==> src/rtl/hdmi_pkg.sv <==
// Shared types for the HDMI video path: pixel struct, pattern and generator state codes, bar colours.
package hdmi_pkg;

    typedef struct packed {
        logic [7:0] r;
        logic [7:0] g;
        logic [7:0] b;
    } rgb_t;

    typedef enum logic [1:0] {PAT_BARS, PAT_CHECK, PAT_GRAD, PAT_GREY} pattern_e;

    typedef enum logic [1:0] {IDLE, RUN, DRAIN} gen_state_e;

    localparam rgb_t BAR_WHITE   = 24'hFFFFFF;
    localparam rgb_t BAR_YELLOW  = 24'hFFFF00;
    localparam rgb_t BAR_CYAN    = 24'h00FFFF;
    localparam rgb_t BAR_GREEN   = 24'h00FF00;
    localparam rgb_t BAR_MAGENTA = 24'hFF00FF;
    localparam rgb_t BAR_RED     = 24'hFF0000;
    localparam rgb_t BAR_BLUE    = 24'h0000FF;
    localparam rgb_t BAR_BLACK   = 24'h000000;

    function automatic rgb_t bar_colour(input logic [2:0] idx);
        case (idx)
            3'd0:    return BAR_WHITE;
            3'd1:    return BAR_YELLOW;
            3'd2:    return BAR_CYAN;
            3'd3:    return BAR_GREEN;
            3'd4:    return BAR_MAGENTA;
            3'd5:    return BAR_RED;
            3'd6:    return BAR_BLUE;
            default: return BAR_BLACK;
        endcase
    endfunction

endpackage

==> src/rtl/hdmi_pattern_gen_if.sv <==
// Pixel stream between the pattern generator (master) and the HDMI transmitter (slave).
interface hdmi_pattern_gen_if;
    import hdmi_pkg::*;

    rgb_t video_out;
    logic video_valid;
    logic video_rdy;
    logic sof;
    logic eol;

    modport master (output video_out, output video_valid, output sof, output eol, input video_rdy);
    modport slave  (input video_out, input video_valid, input sof, input eol, output video_rdy);
endinterface

==> src/rtl/hdmi_raster_cnt.sv <==
// Raster x/y/bar-index counters; registered position, exposes next position and flags combinationally.
// Position moves only when advance is high, so a stalled pixel keeps its coordinates.
module hdmi_raster_cnt #(
    parameter int H_ACTIVE = 640,
    parameter int V_ACTIVE = 480,
    localparam int XW = $clog2(H_ACTIVE),
    localparam int YW = $clog2(V_ACTIVE)
) (
    input  logic          clk,
    input  logic          rst_n,
    input  logic          advance,
    output logic [XW-1:0] x_nxt,
    output logic [YW-1:0] y_nxt,
    output logic [2:0]    bar_nxt,
    output logic          sof_nxt,
    output logic          eol_nxt,
    output logic          last_pixel
);
    localparam int BAR_W = H_ACTIVE / 8;
    localparam int BW    = (BAR_W > 1) ? $clog2(BAR_W) : 1;
    localparam logic [XW-1:0] X_LAST  = XW'(H_ACTIVE - 1);
    localparam logic [YW-1:0] Y_LAST  = YW'(V_ACTIVE - 1);
    localparam logic [BW-1:0] BC_LAST = BW'(BAR_W - 1);

    logic [XW-1:0] r_x;
    logic [YW-1:0] r_y;
    logic [2:0]    r_bar;
    logic [BW-1:0] r_bcnt;
    logic [BW-1:0] w_bcnt_nxt;

    always_comb begin
        x_nxt      = r_x;
        y_nxt      = r_y;
        bar_nxt    = r_bar;
        w_bcnt_nxt = r_bcnt;
        if (advance) begin
            if (r_x == X_LAST) begin
                x_nxt      = '0;
                bar_nxt    = '0;
                w_bcnt_nxt = '0;
                y_nxt      = (r_y == Y_LAST) ? '0 : r_y + 1'b1;
            end else begin
                x_nxt = r_x + 1'b1;
                // Bar index saturates so any remainder pixels stay on the last bar.
                if (r_bcnt == BC_LAST) begin
                    w_bcnt_nxt = '0;
                    bar_nxt    = (r_bar == 3'd7) ? 3'd7 : r_bar + 3'd1;
                end else begin
                    w_bcnt_nxt = r_bcnt + 1'b1;
                end
            end
        end
    end

    assign sof_nxt    = (x_nxt == '0) && (y_nxt == '0);
    assign eol_nxt    = (x_nxt == X_LAST);
    assign last_pixel = (r_x == X_LAST) && (r_y == Y_LAST);

    always_ff @(posedge clk or negedge rst_n) begin
        if (!rst_n) begin
            r_x    <= '0;
            r_y    <= '0;
            r_bar  <= '0;
            r_bcnt <= '0;
        end else begin
            r_x    <= x_nxt;
            r_y    <= y_nxt;
            r_bar  <= bar_nxt;
            r_bcnt <= w_bcnt_nxt;
        end
    end

endmodule

==> src/rtl/hdmi_pattern_gen.sv <==
// Programmable raster pattern source; pixel (0,0) one cycle after enable, one pixel per cycle.
// Valid/rdy output: all outputs hold while stalled; pattern and stop take effect at frame boundaries.
module hdmi_pattern_gen #(
    parameter int H_ACTIVE   = 640,
    parameter int V_ACTIVE   = 480,
    parameter int CHECK_LOG2 = 5
) (
    input  logic                      clk,
    input  logic                      rst_n,
    input  logic                      enable,
    input  logic [1:0]                pattern_sel,
    output logic [7:0]                frame_count,
    hdmi_pattern_gen_if.master        vid
);
    import hdmi_pkg::*;

    localparam int XW = $clog2(H_ACTIVE);
    localparam int YW = $clog2(V_ACTIVE);
    localparam logic [1:0] S_IDLE  = IDLE;
    localparam logic [1:0] S_RUN   = RUN;
    localparam logic [1:0] S_DRAIN = DRAIN;

    logic [1:0]    r_state;
    pattern_e      r_pat;
    logic [7:0]    r_fc;
    rgb_t          r_out;
    logic          r_vld;
    logic          r_sof;
    logic          r_eol;

    logic [1:0]    w_state_nxt;
    pattern_e      w_pat_nxt;
    logic [7:0]    w_fc_nxt;
    rgb_t          w_pix;
    logic          w_xfer;
    logic          w_start;
    logic          w_last;
    logic          w_chk;
    logic [XW-1:0] w_x_nxt;
    logic [YW-1:0] w_y_nxt;
    logic [2:0]    w_bar_nxt;
    logic          w_sof_nxt;
    logic          w_eol_nxt;
    logic          w_last_pixel;

    hdmi_raster_cnt #(.H_ACTIVE(H_ACTIVE), .V_ACTIVE(V_ACTIVE)) u_cnt (
        .clk        (clk),
        .rst_n      (rst_n),
        .advance    (w_xfer),
        .x_nxt      (w_x_nxt),
        .y_nxt      (w_y_nxt),
        .bar_nxt    (w_bar_nxt),
        .sof_nxt    (w_sof_nxt),
        .eol_nxt    (w_eol_nxt),
        .last_pixel (w_last_pixel)
    );

    assign w_xfer    = r_vld && vid.video_rdy;
    assign w_start   = (r_state == S_IDLE) && enable;
    assign w_last    = w_xfer && w_last_pixel;
    assign w_pat_nxt = (w_start || w_last) ? pattern_e'(pattern_sel) : r_pat;
    assign w_fc_nxt  = w_last ? r_fc + 8'd1 : r_fc;

    always_comb begin
        w_state_nxt = r_state;
        case (r_state)
            S_IDLE:  if (enable) w_state_nxt = S_RUN;
            S_RUN:   if (!enable) w_state_nxt = S_DRAIN;
            S_DRAIN: begin
                if (enable)      w_state_nxt = S_RUN;
                else if (w_last) w_state_nxt = S_IDLE;
            end
            default: w_state_nxt = S_IDLE;
        endcase
    end

    // Pixel is built from the next position so the output register lines up with the counters.
    assign w_chk = (|(w_x_nxt & XW'(32'd1 << CHECK_LOG2))) ^ (|(w_y_nxt & YW'(32'd1 << CHECK_LOG2)));

    always_comb begin
        w_pix = 24'h808080;
        case (w_pat_nxt)
            PAT_BARS:  w_pix = bar_colour(w_bar_nxt);
            PAT_CHECK: w_pix = w_chk ? 24'hFFFFFF : 24'h000000;
            PAT_GRAD:  w_pix = {8'(w_x_nxt), 8'(w_y_nxt), w_fc_nxt};
            default:   w_pix = 24'h808080;
        endcase
    end

    always_ff @(posedge clk or negedge rst_n) begin
        if (!rst_n) begin
            r_state <= S_IDLE;
            r_pat   <= PAT_BARS;
            r_fc    <= '0;
            r_out   <= '0;
            r_vld   <= 1'b0;
            r_sof   <= 1'b0;
            r_eol   <= 1'b0;
        end else begin
            r_state <= w_state_nxt;
            r_pat   <= w_pat_nxt;
            r_fc    <= w_fc_nxt;
            if (w_state_nxt == S_IDLE) begin
                r_vld <= 1'b0;
                r_out <= '0;
                r_sof <= 1'b0;
                r_eol <= 1'b0;
            end else if (w_start || w_xfer) begin
                r_vld <= 1'b1;
                r_out <= w_pix;
                r_sof <= w_sof_nxt;
                r_eol <= w_eol_nxt;
            end
        end
    end

    assign vid.video_out   = r_out;
    assign vid.video_valid = r_vld;
    assign vid.sof         = r_sof;
    assign vid.eol         = r_eol;
    assign frame_count     = r_fc;

endmodule

==> src/flat_wrapper.sv <==
// flat-port wrapper written by rule: the top's interface ports become plain ports
module hdmi_pattern_gen_flat import hdmi_pkg::*;
#(
    parameter int H_ACTIVE   = 640,
    parameter int V_ACTIVE   = 480,
    parameter int CHECK_LOG2 = 5
)
  (clk, rst_n, enable, pattern_sel, frame_count, vid_video_out, vid_video_valid, vid_sof, vid_eol, vid_video_rdy);
  hdmi_pattern_gen_if vid_i ();
  input  logic clk;
  input  logic rst_n;
  input  logic enable;
  input  logic [1:0] pattern_sel;
  output logic [7:0] frame_count;
  output wire logic [$bits(vid_i.video_out)-1:0] vid_video_out;
  output wire logic [$bits(vid_i.video_valid)-1:0] vid_video_valid;
  output wire logic [$bits(vid_i.sof)-1:0] vid_sof;
  output wire logic [$bits(vid_i.eol)-1:0] vid_eol;
  input wire logic [$bits(vid_i.video_rdy)-1:0] vid_video_rdy;
  assign vid_video_out = vid_i.video_out;
  assign vid_video_valid = vid_i.video_valid;
  assign vid_sof = vid_i.sof;
  assign vid_eol = vid_i.eol;
  assign vid_i.video_rdy = vid_video_rdy;
  hdmi_pattern_gen #(.H_ACTIVE(H_ACTIVE), .V_ACTIVE(V_ACTIVE), .CHECK_LOG2(CHECK_LOG2)) u_core (.clk(clk), .rst_n(rst_n), .enable(enable), .pattern_sel(pattern_sel), .frame_count(frame_count), .vid(vid_i));
endmodule
==> config.mk <==
export PLATFORM = sky130hd
export DESIGN_NAME = hdmi_pattern_gen_flat
export DESIGN_NICKNAME = d
export VERILOG_FILES = /design/src/rtl/hdmi_pkg.sv /design/src/rtl/hdmi_pattern_gen_if.sv /design/src/rtl/hdmi_raster_cnt.sv /design/src/rtl/hdmi_pattern_gen.sv /design/src/flat_wrapper.sv
export SDC_FILE = /design/constraint.sdc
export NUM_CORES = 1
export LEC_CHECK = 0
export ABC_AREA = 1
export CAP_MARGIN = 20
export CORE_MARGIN = 3
export CORE_UTILIZATION = 30
export CTS_BUF_LIST = sky130_fd_sc_hd__clkbuf_4 sky130_fd_sc_hd__clkbuf_8
export CTS_CLUSTER_SIZE = 24
export DETAILED_ROUTE_END_ITERATION = 6
export GPL_TIMING_DRIVEN = 0
export PLACE_DENSITY_LB_ADDON = 0.2
export SETUP_SLACK_MARGIN = 0.5
export SLEW_MARGIN = 20
export SYNTH_ARGS = -nofsm -noshare
export SYNTH_HDL_FRONTEND = slang
export SYNTH_SLANG_ARGS = --single-unit
export TNS_END_PERCENT = 20
==> constraint.sdc <==
create_clock -name clk -period 4.9 [get_ports clk]
set_clock_uncertainty 0.2 [all_clocks]
set_input_delay 0.49 -clock clk [delete_from_list [all_inputs] [get_ports clk]]
set_output_delay 0.49 -clock clk [all_outputs]
set_load 0.01 [all_outputs]
==> impl_metrics.py <==
metrics = {
    "layout": {
        "design.final.nets": 561,
        "n_antenna_cell": 0,
        "fillerInstances": 1318,
        "design_area_um2": 4593,
        "drive_gt1_share_pct": 9.910,
        "area_growth_pct": 22.94,
    },
    "route": {
        "vias_per_cell": 4.407,
        "drtAntennaViolNets": 0,
        "drtIter0Drc": 211,
        "num_vias": 3186,
        "avgRoutedWirePerCell_um": 12.36,
        "drc": 0,
        "drt_wl_total_mm": 8.934,
        "drt-pass1-iter-count": 4,
    },
    "global_routing": {
        "grt_pass1_wl_mm": 15.66,
        "gr-usage-met2_pct": 22.00,
        "grt_usage_pct": 13.80,
        "busiest_layer": "met2",
        "antenna_found_initial": 0,
        "gr-total-overflow": 0,
        "global_route.usage.met1_pct": 18.78,
        "grt_pass1_vias": 3250,
        "grt_max_degree": 56,
        "met3_usage_pct": 2.883,
    },
    "clocking": {
        "tritoncts": "yes",
        "clock_latency_ns": 0.35,
        "clk_path_buf_depth": 2,
        "htreeDepth": 3,
        "cts_inserted_buffers": 9,
        "clkSinkCount": 68,
        "clk_pin_slew_ns": 0.08,
        "clockRootBuffer": "clkbuf_8",
    },
    "run_status": {
        "status": "finished clean",
    },
    "setup_path": {
        "cp.arrival_ns": 2.68,
        "worst_ep_required_time_ns": 4.99,
        "worstPathMaxFanout": 8,
        "start_kind": "primary input",
        "criticalPathCategory": "primary input to flip-flop",
        "end_kind": "flip-flop",
    },
    "placement": {
        "hpwl_mm": 6.766,
        "gp_congestion": 0.8196,
        "placed_cell_area_um2": 4372,
        "numPortBuffers": 40,
    },
    "pwr": {
        "power_density_nw_per_um2": 412.2,
        "ir_drop_mv": 0.1781,
        "leakage_uw": 0.002444,
    },
    "logic_synthesis": {
        "syn_area_um2": 3736,
        "yosysWarningCount": 0,
        "netlist.area_leader.share_pct": 45.55,
        "synth_cell_types": 37,
        "syn_nets": 508,
        "yosysTopAreaCell": "dfrtp_1",
        "synth_most_common_cell": "nand2_1",
        "avgSynthCellArea_um2": 7.517,
        "netlist_instances": 497,
        "synthTopCellsByCount": "nand2_1, dfrtp_1, inv_1",
        "synthArstFlopShare_pct": 100.0,
        "synth_edf_count": 0,
        "synthTopCellsByArea": "dfrtp_1, nand2_1, nand3_1",
        "ys_ff_latch": 68,
        "ys.flop_type": "dfrtp_1",
        "ys_seq_area_share_pct": 45.55,
    },
    "die": {
        "fp.dieH_um": 117.6,
        "chipWidth_um": 117.6,
        "ioPinCount": 41,
        "die-area_um2": 13830,
        "rows": 40,
        "core_um2": 12110,
        "initial_utilization_pct": 30.85,
    },
    "timing": {
        "period_needed_ns": 2.589,
        "worstMarginPinSlew_ns": 0.4558,
        "fin_crit_sh_pct": 52.83,
        "relSlewSlack_pct": 69.61,
        "tns_ns": 0,
        "fmax_mhz": 386.3,
        "rsz0062_at_grt": "false",
        "hold_viol_final": 0,
        "slew_violations": 0,
        "finalSetupViolCount": 0,
    },
    "flow_run": {
        "cap_violations": 0,
    },
    "hold_path": {
        "hp-class": "flip-flop to flip-flop",
    },
}
## flip-flops by register name (all words and copies together) (netlist names), 2 cells and up
register / flops
u_core.vid.video_out: 24
u_core.u_cnt.r_x: 10
u_core.u_cnt.r_y: 9
u_core.frame_count: 8
u_core.u_cnt.r_bcnt: 7
u_core.u_cnt.r_bar: 3
u_core.r_pat: 2
u_core.r_state: 2
## worst max-delay path, stage by stage
cell and delay (ns):
clkdlybuf4s50_1 0.50, nand2_2 0.12, inv_2 0.22, nand3_1 0.15
nor2_2 0.16, nand2_1 0.14, o211ai_1 0.31, nand3_1 0.29
nand3_1 0.17, nand2_1 0.06, nand2_1 0.06
## logic make-up after synthesis
kind of cell | share of synthesized area (%)
XOR/XNOR | 2.110
buffers and inverters | 9.075
AND/OR/NAND/NOR | 37.74
flip-flops | 45.55
adder cells (fa/ha/maj) | 1.674
AO/OA/AOI/OAI | 3.851
## layout by cell type (no fill, tap or decap), drive strengths merged
master,netlist,final
nand2,194,194
inv,72,72
dfrtp,68,68
nand3,58,58
clkdlybuf4s50,0,39
nor2,39,39
clkbuf,3,14
o21ai,9,9
buf,7,9
a21oi,8,8
nand4,7,7
xnor2,6,6
nor3,6,6
ha,5,5
xor2,3,3
clkinv,0,3
nand3b,2,2
o211ai,2,2
or2,2,2
o21bai,1,1
a21o,1,1
and3,1,1
a41oi,1,1
o2bb2ai,1,1
o21a,1,1
bufinv,0,1
clkinvlp,0,1
dlygate4sd3,0,1
## metal layers
metal	up-vias	routed length, µm
met4	0	127
li1	1653	-
met1	1480	4522
met2	42	4074
met5	-	0
met3	11	209
## final timing paths
check	cells after the start	slack (ns)	startpoint	endpoint
max	11	2.31	vid_video_rdy	u_core.vid.video_out[5]$_DFFE_PN0P_
min	2	0.28	u_core.vid.video_out[7]$_DFFE_PN0P_	u_core.vid.video_out[7]$_DFFE_PN0P_
max reg2reg	13	2.47	u_core.u_cnt.r_x[0]$_DFF_PN0_	u_core.vid.video_out[13]$_DFFE_PN0P_
min reg2reg	2	0.28	u_core.vid.video_out[7]$_DFFE_PN0P_	u_core.vid.video_out[7]$_DFFE_PN0P_
max in group asynchronous	3	3.60	rst_n	u_core.u_cnt.r_y[2]$_DFF_PN0_
min in group asynchronous	2	0.34	rst_n	u_core.u_cnt.r_bcnt[0]$_DFFE_PN0N_
## where the power goes
| group | switching, µW | internal, µW | total (µW) | leakage (µW) |
|---|---|---|---|---|
| Sequential | 89.3 | 675 | 764 | 0.000850 |
| Clock | 229 | 264 | 492 | 0.000106 |
| Combinational | 389 | 248 | 637 | 0.00149 |
| Total | 707 | 1190 | 1890 | 0.00244 |
## cell type report
cell class	instances	area [µm²]	share of cell area (%)
multi-input combinational	347	1695	36.91
clock buffer	11	151.4	3.296
sequential	68	1702	37.05
clock inverter	5	60.06	1.308
inverter	72	275.3	5.993
tap	168	210.2	4.576
buffer	10	63.81	1.389
timing repair buffer	42	435.4	9.480
## stage by stage
stage / utilization, % / setup WS [ns] / hold slack (ns) / power, µW / cells
3_3_place_gp: 35.89 / 0.5744 / 0.2662 / 1398 / 705
3_5_place_dp: 36.10 / 1.948 / 0.1790 / 1412 / 706
2_1_floorplan: - / 2.805 / -0.005591 / 1193 / 497
4_1_cts: 37.92 / 2.308 / 0.2885 / 1914 / 723
5_1_grt: 37.92 / 2.123 / 0.2966 / 2058 / 723
6_report: 37.92 / 2.311 / 0.2841 / 1893 / 723
## what timing repair did
action / CTS / global route
resized for setup: 0 / 0
endpoints found under the hold margin: 13 / 0
hold buffers: 1 / 0
setup buffers: 0 / 0
endpoints found under the setup margin: 0 / 0
No activity file was read; power rests on OpenSTA's default activity.
